File: config.mk
export PLATFORM = sky130hd
export DESIGN_NAME = e1b_code_capture
export DESIGN_NICKNAME = d
export VERILOG_FILES = /design/src/rtl/e1b_code_capture_pkg.sv /design/src/rtl/cap_ram_256x16.sv /design/src/rtl/e1b_code_capture.sv
export SDC_FILE = /design/constraint.sdc
export NUM_CORES = 2
export LEC_CHECK = 0
export ABC_AREA = 1
export CORE_ASPECT_RATIO = 1.5
export CORE_MARGIN = 5
export CORE_UTILIZATION = 50
export DETAILED_ROUTE_END_ITERATION = 10
export PLACE_DENSITY = 0.65
export SETUP_SLACK_MARGIN = 0.2
export SYNTH_ARGS = -nofsm -noshare
export SYNTH_HDL_FRONTEND = slang
export SYNTH_SLANG_ARGS = --single-unit
export TNS_END_PERCENT = 5
File: constraint.sdc
create_clock -name clk -period 5.27 [get_ports clk]
set_input_delay 0.7905 -clock clk [delete_from_list [all_inputs] [get_ports clk]]
set_output_delay 0.7905 -clock clk [all_outputs]
set_load 0.02 [all_outputs]
File: src/rtl/e1b_code_capture_pkg.sv
// Shared constants and types for the E1B code capture buffer.
// Op bit indices sit alongside SET_E1B_CODE on the CPU command bus.
package e1b_code_capture_pkg;

    localparam int unsigned SET_E1B_CAP = 6;
    localparam int unsigned GET_E1B_CAP = 7;
    localparam int unsigned E1B_CAP_AW  = 8;

    typedef enum logic [1:0] {
        StIdle    = 2'd0,
        StCapture = 2'd1,
        StDone    = 2'd2
    } cap_state_e;

endpackage

File: src/rtl/cap_ram_256x16.sv
// Simple dual-port RAM: one write port, one registered read-first read port.
// Only the read register is reset; array contents survive reset.
module cap_ram_256x16 #(
    parameter int unsigned NWORDS = 256,
    parameter int unsigned WORD_W = 16,
    parameter int unsigned AW     = $clog2(NWORDS)
) (
    input  logic              clk,
    input  logic              rst,
    input  logic              we,
    input  logic [AW-1:0]     waddr,
    input  logic [WORD_W-1:0] wdata,
    input  logic [AW-1:0]     raddr,
    output logic [WORD_W-1:0] rdata
);

    logic [WORD_W-1:0] mem [NWORDS];

    always_ff @(posedge clk) begin
        if (we) begin
            mem[waddr] <= wdata;
        end
    end

    // Non-blocking write above makes a same-address read return the old word.
    always_ff @(posedge clk or posedge rst) begin
        if (rst) begin
            rdata <= '0;
        end else begin
            rdata <= mem[raddr];
        end
    end

endmodule

File: src/rtl/e1b_code_capture.sv
// Serial-in capture buffer: packs bit_vld-strobed bits LSB-first into 16-bit
// words, CPU reads them back one word per GET_E1B_CAP strobe.
module e1b_code_capture
    import e1b_code_capture_pkg::*;
#(
    parameter int unsigned NWORDS = 256,
    parameter int unsigned WORD_W = 16
) (
    input  logic        clk,
    input  logic        rst,
    input  logic        wrReg,
    input  logic        rdReg,
    input  logic [15:0] op,
    input  logic [31:0] tos,
    input  logic        bit_vld,
    input  logic        bit_in,
    output logic [15:0] dout,
    output logic [15:0] status
);

    localparam int unsigned AW = $clog2(NWORDS);

    cap_state_e        state;
    logic [AW-1:0]     waddr;
    logic [AW-1:0]     raddr;
    logic [AW-1:0]     len;
    logic [3:0]        bitcnt;
    logic [AW:0]       wcount;
    logic [WORD_W-2:0] shreg;

    logic              arm;
    logic              rd_stb;
    logic              take_bit;
    logic              we;
    logic [WORD_W-1:0] wdata;
    logic              unused_bits;

    assign arm      = wrReg && op[SET_E1B_CAP];
    assign rd_stb   = rdReg && op[GET_E1B_CAP];
    // Arm has priority, so a coincident bit is dropped.
    assign take_bit = (state == StCapture) && bit_vld && !arm;
    assign we       = take_bit && (bitcnt == 4'd15);
    assign wdata    = {bit_in, shreg};

    assign unused_bits = ^{tos[31:AW], op};

    always_ff @(posedge clk or posedge rst) begin
        if (rst) begin
            state  <= StIdle;
            waddr  <= '0;
            raddr  <= '0;
            len    <= '0;
            bitcnt <= '0;
            wcount <= '0;
            shreg  <= '0;
        end else if (arm) begin
            state  <= StCapture;
            len    <= tos[AW-1:0];
            waddr  <= '0;
            raddr  <= '0;
            bitcnt <= '0;
            wcount <= '0;
            shreg  <= '0;
        end else begin
            if (rd_stb) begin
                raddr <= raddr + 1'b1;
            end
            if (take_bit) begin
                if (bitcnt == 4'd15) begin
                    bitcnt <= '0;
                    waddr  <= waddr + 1'b1;
                    wcount <= wcount + 1'b1;
                    if (waddr == len) begin
                        state <= StDone;
                    end
                end else begin
                    shreg[bitcnt] <= bit_in;
                    bitcnt        <= bitcnt + 1'b1;
                end
            end
        end
    end

    cap_ram_256x16 #(
        .NWORDS (NWORDS),
        .WORD_W (WORD_W),
        .AW     (AW)
    ) u_ram (
        .clk   (clk),
        .rst   (rst),
        .we    (we),
        .waddr (waddr),
        .wdata (wdata),
        .raddr (raddr),
        .rdata (dout)
    );

    always_comb begin
        status = {state == StDone, state == StCapture, bitcnt, 1'b0, wcount};
    end

endmodule

==> load_flow_metrics.sql <==
INSERT INTO impl_metrics (metric_group, metric, value, unit) VALUES
('yosys', 'yosys_warnings', '0', ''),
('sta', 'finalHoldViolCount', '0', ''),
('clocking', 'tritoncts', 'built', ''),
('sta', 'final.min_clock_period', '4.06', 'ns'),
('clocking', 'cts.root.buffer_cell', 'clkbuf_16', ''),
('die', 'die_h', '725', 'um'),
('yosys', 'synth_area_leaders', 'edfxtp_1 (72%), nand2_1 (9.7%), nand3_1 (8.5%), nor2_1 (2.4%), inv_1 (1.3%)', ''),
('global_route', 'pin_count_of_the_biggest_net_entering_global_routing', '193', ''),
('global_route', 'first_global_vias', '105000', ''),
('job', 'max_cap_violations', '0', ''),
('sta', 'maxSlewViolCount', '0', ''),
('route', 'initial_drt_markers', '13100', ''),
('route', 'viasPerCell', '5.71', ''),
('yosys', 'synth_top_cell_area_share', '0.721', ''),
('global_route', 'gr-usage-all-layers', '0.258', ''),
('global_route', 'grt_pass1_wl', '685000', 'um'),
('place', 'dp_hpwl', '264000', 'um'),
('route', 'first_pass_iters', '6', ''),
('sta', 'final.setup.worst_slack', '1.21', 'ns'),
('yosys', 'post_synth_inst_count', '14800', ''),
('die', 'die_width', '487', 'um'),
('status', 'status', 'completed', ''),
('route', 'vias', '112000', ''),
('global_route', 'grt.overflow.total', '0', ''),
('clocking', 'numClockSinks', '4166', ''),
('sta', 'setup_total_negative_slack', '0', 'ns'),
('clocking', 'reg_clk_slew_reported_paths', '0.07', 'ns'),
('place', 'placement.io_buffers', '46', ''),
('yosys', 'synth-seq-area-share', '0.731', ''),
('critical_path', 'worst-endpoint-required', '5.88', 'ns'),
('power_and_ir_drop', 'power_frac_clock', '0.369', ''),
('sta', 'final.period_utilization', '0.770', ''),
('final_layout', 'post_route_cells_drive_above_1_share', '0.0683', ''),
('clocking', 'post_cts_hold_buffer_count', '0', ''),
('yosys', 'post_synthesis_net_count', '14900', ''),
('sta', 'max_clock_freq', '0.246', 'GHz'),
('global_route', 'grt_antenna_before_repair', '13', ''),
('clocking', 'ctsResizeCount', '0', ''),
('power_and_ir_drop', 'leakage_power', '69.9', 'nW'),
('critical_path', 'crit_buf_inv', '2', ''),
('clocking', 'worst_skew_pair.late_latency', '0.93', 'ns'),
('final_layout', 'final_nets', '14800', ''),
('yosys', 'ys_seq_elements', '4166', ''),
('power_and_ir_drop', 'power.density_cell_area', '380', 'mW/mm^2'),
('sta', 'worst-slew-pin-transition', '1.23', 'ns'),
('power_and_ir_drop', 'share_comb_of_total_power', '0.118', ''),
('power_and_ir_drop', 'p_int', '53.3', 'mW'),
('clocking', 'tritoncts.num_buffers', '366', ''),
('critical_path', 'cp_cell_sequence', 'inv_1 -> nor2_1 -> nand2_1 -> nor2_1 -> buf_4', ''),
('critical_path', 'class_of_the_most_critical_setup_path', 'flip-flop to flip-flop', ''),
('route', 'drt_drc_violations_left', '0', ''),
('critical_path', 'cp_data_arrival_time', '4.67', 'ns'),
('sta', 'finalSetupViolations', '0', ''),
('final_layout', 'most_frequent_cells_in_the_layout', 'nand2_1 (4376), edfxtp_1 (4096), nand3_1 (2900), nor2_1 (1100), inv_1 (598)', ''),
('route', 'finalWirelength', '468000', 'um'),
('critical_path', 'critPathTopFamily', 'simple AND/OR/NAND/NOR gates', ''),
('critical_path', 'timing.critical_path.slowest_cell_delay', '1.01', 'ns'),
('power_and_ir_drop', 'switching_power', '18.3', 'mW'),
('yosys', 'synth.avg_cell_area', '11.5', 'um^2'),
('die', 'io_pins', '86', ''),
('min_path', 'holdCritPathClass', 'input pin to async pin', ''),
('final_layout', 'area_growth', '10.6', '%'),
('yosys', 'ys_types', '33', ''),
('critical_path', 'worst-path-max-fanout', '16', ''),
('power_and_ir_drop', 'power.switching_fraction', '0.256', ''),
('yosys', 'syn_area', '0.171', 'mm^2'),
('critical_path', 'critPathSlowestCell', 'nor2_1', ''),
('route', 'final_antenna_net_count', '0', ''),
('place', 'pre_cts_slack', '0.779', 'ns'),
('clocking', 'cts_setup_buffers', '0', ''),
('die', 'initial_utilization', '0.502', '');
-- state kept, by name (all words and copies together), names as in the netlist --
signal,cells
bitcnt,4
shreg,15
u_ram.rdata,16
raddr,8
state,2
wcount,9
u_ram.mem,4096
waddr,8
len,8
-- final timing paths --
kind	from	cells after the start	slack, ns	endpoint
worst max-delay path	waddr[7]	5	1.21	u_ram.mem[146][3]
worst min-delay path	rst	2	0.29	bitcnt[1]
worst max register to register	waddr[7]	5	1.21	u_ram.mem[146][3]
worst min register to register	len[1]	2	0.50	len[1]
max in group asynchronous	rst	3	3.98	raddr[3]
min in group clk	bit_in	1	0.33	u_ram.mem[167][15]
-- cell type report --
class,count,area [um^2],area share
diodes,8,20.0,0.000106
clock buffers,478,9890,0.0524
clock inverters,181,1640,0.00868
inverters,611,2320,0.0123
multi-input cells,9088,39100,0.207
flip-flops and latches,4166,125000,0.662
well taps,4488,5620,0.0298
repair buffers,535,5190,0.0275
-- synthesized netlist by cell type (all sizes together) --
cell	n
a211oi	2
ha	10
nand4	3
o211ai	125
o21ai	449
a21oi	73
conb	1
nor2	1101
clkinv	5
inv	606
buf	676
dfrtp	70
o22ai	4
clkbuf	264
xor2	1
nand2	4392
edfxtp	4096
a31oi	4
xnor2	9
nand3	2900
nor3	6
a32o	1
nor4	3
o31ai	2
a22oi	1
o32ai	1
-- power by group through the flow --
stage                     Sequential [mW]  Clock (mW)  Combinational (mW)
final                                36.7        26.4                8.43
after CTS                            36.7        26.8                8.36
after detailed placement             37.4           0                8.33
after global placement               37.4           0                8.24
after floorplan                      37.6           0                5.12
after global routing                 36.7        28.0                9.16
-- routing by layer --
metal / routed length (um) / track usage
met2: 229000 / 0.427
met3: 38400 / 0.0381
met5: 75 / 0
met1: 175000 / 0.333
met4: 26300 / 0.130
-- metrics by stage --
stage | cells | util | power [mW] | hold WS (ns) | area (um^2)
floorplan | 14800 | - | 42.7 | 0.469 | 171000
global placement | 18900 | 0.521 | 45.7 | 0.490 | 177000
detailed placement | 18900 | 0.521 | 45.8 | 0.491 | 177000
CTS | 19500 | 0.555 | 71.8 | 0.242 | 189000
global route | 19500 | 0.555 | 73.9 | 0.320 | 189000
finish | 19600 | 0.555 | 71.6 | 0.292 | 189000
-- logic make-up (layout without fill, tap and decap cells) --
group                      count (synthesis)  count (layout)  synth area share
and+or+nand+nor                         8405            8405             0.206
other                                      1               9         0.0000220
adders and majority gates                 10              10          0.000733
buffers and inverters                   1551            1805            0.0397
AOI/OAI and AO/OA                        662             662            0.0214
xor gates and xnor gates                  10              10          0.000513
DFF                                     4166            4166             0.731
Note: power is estimated with default switching activity, not from simulation.
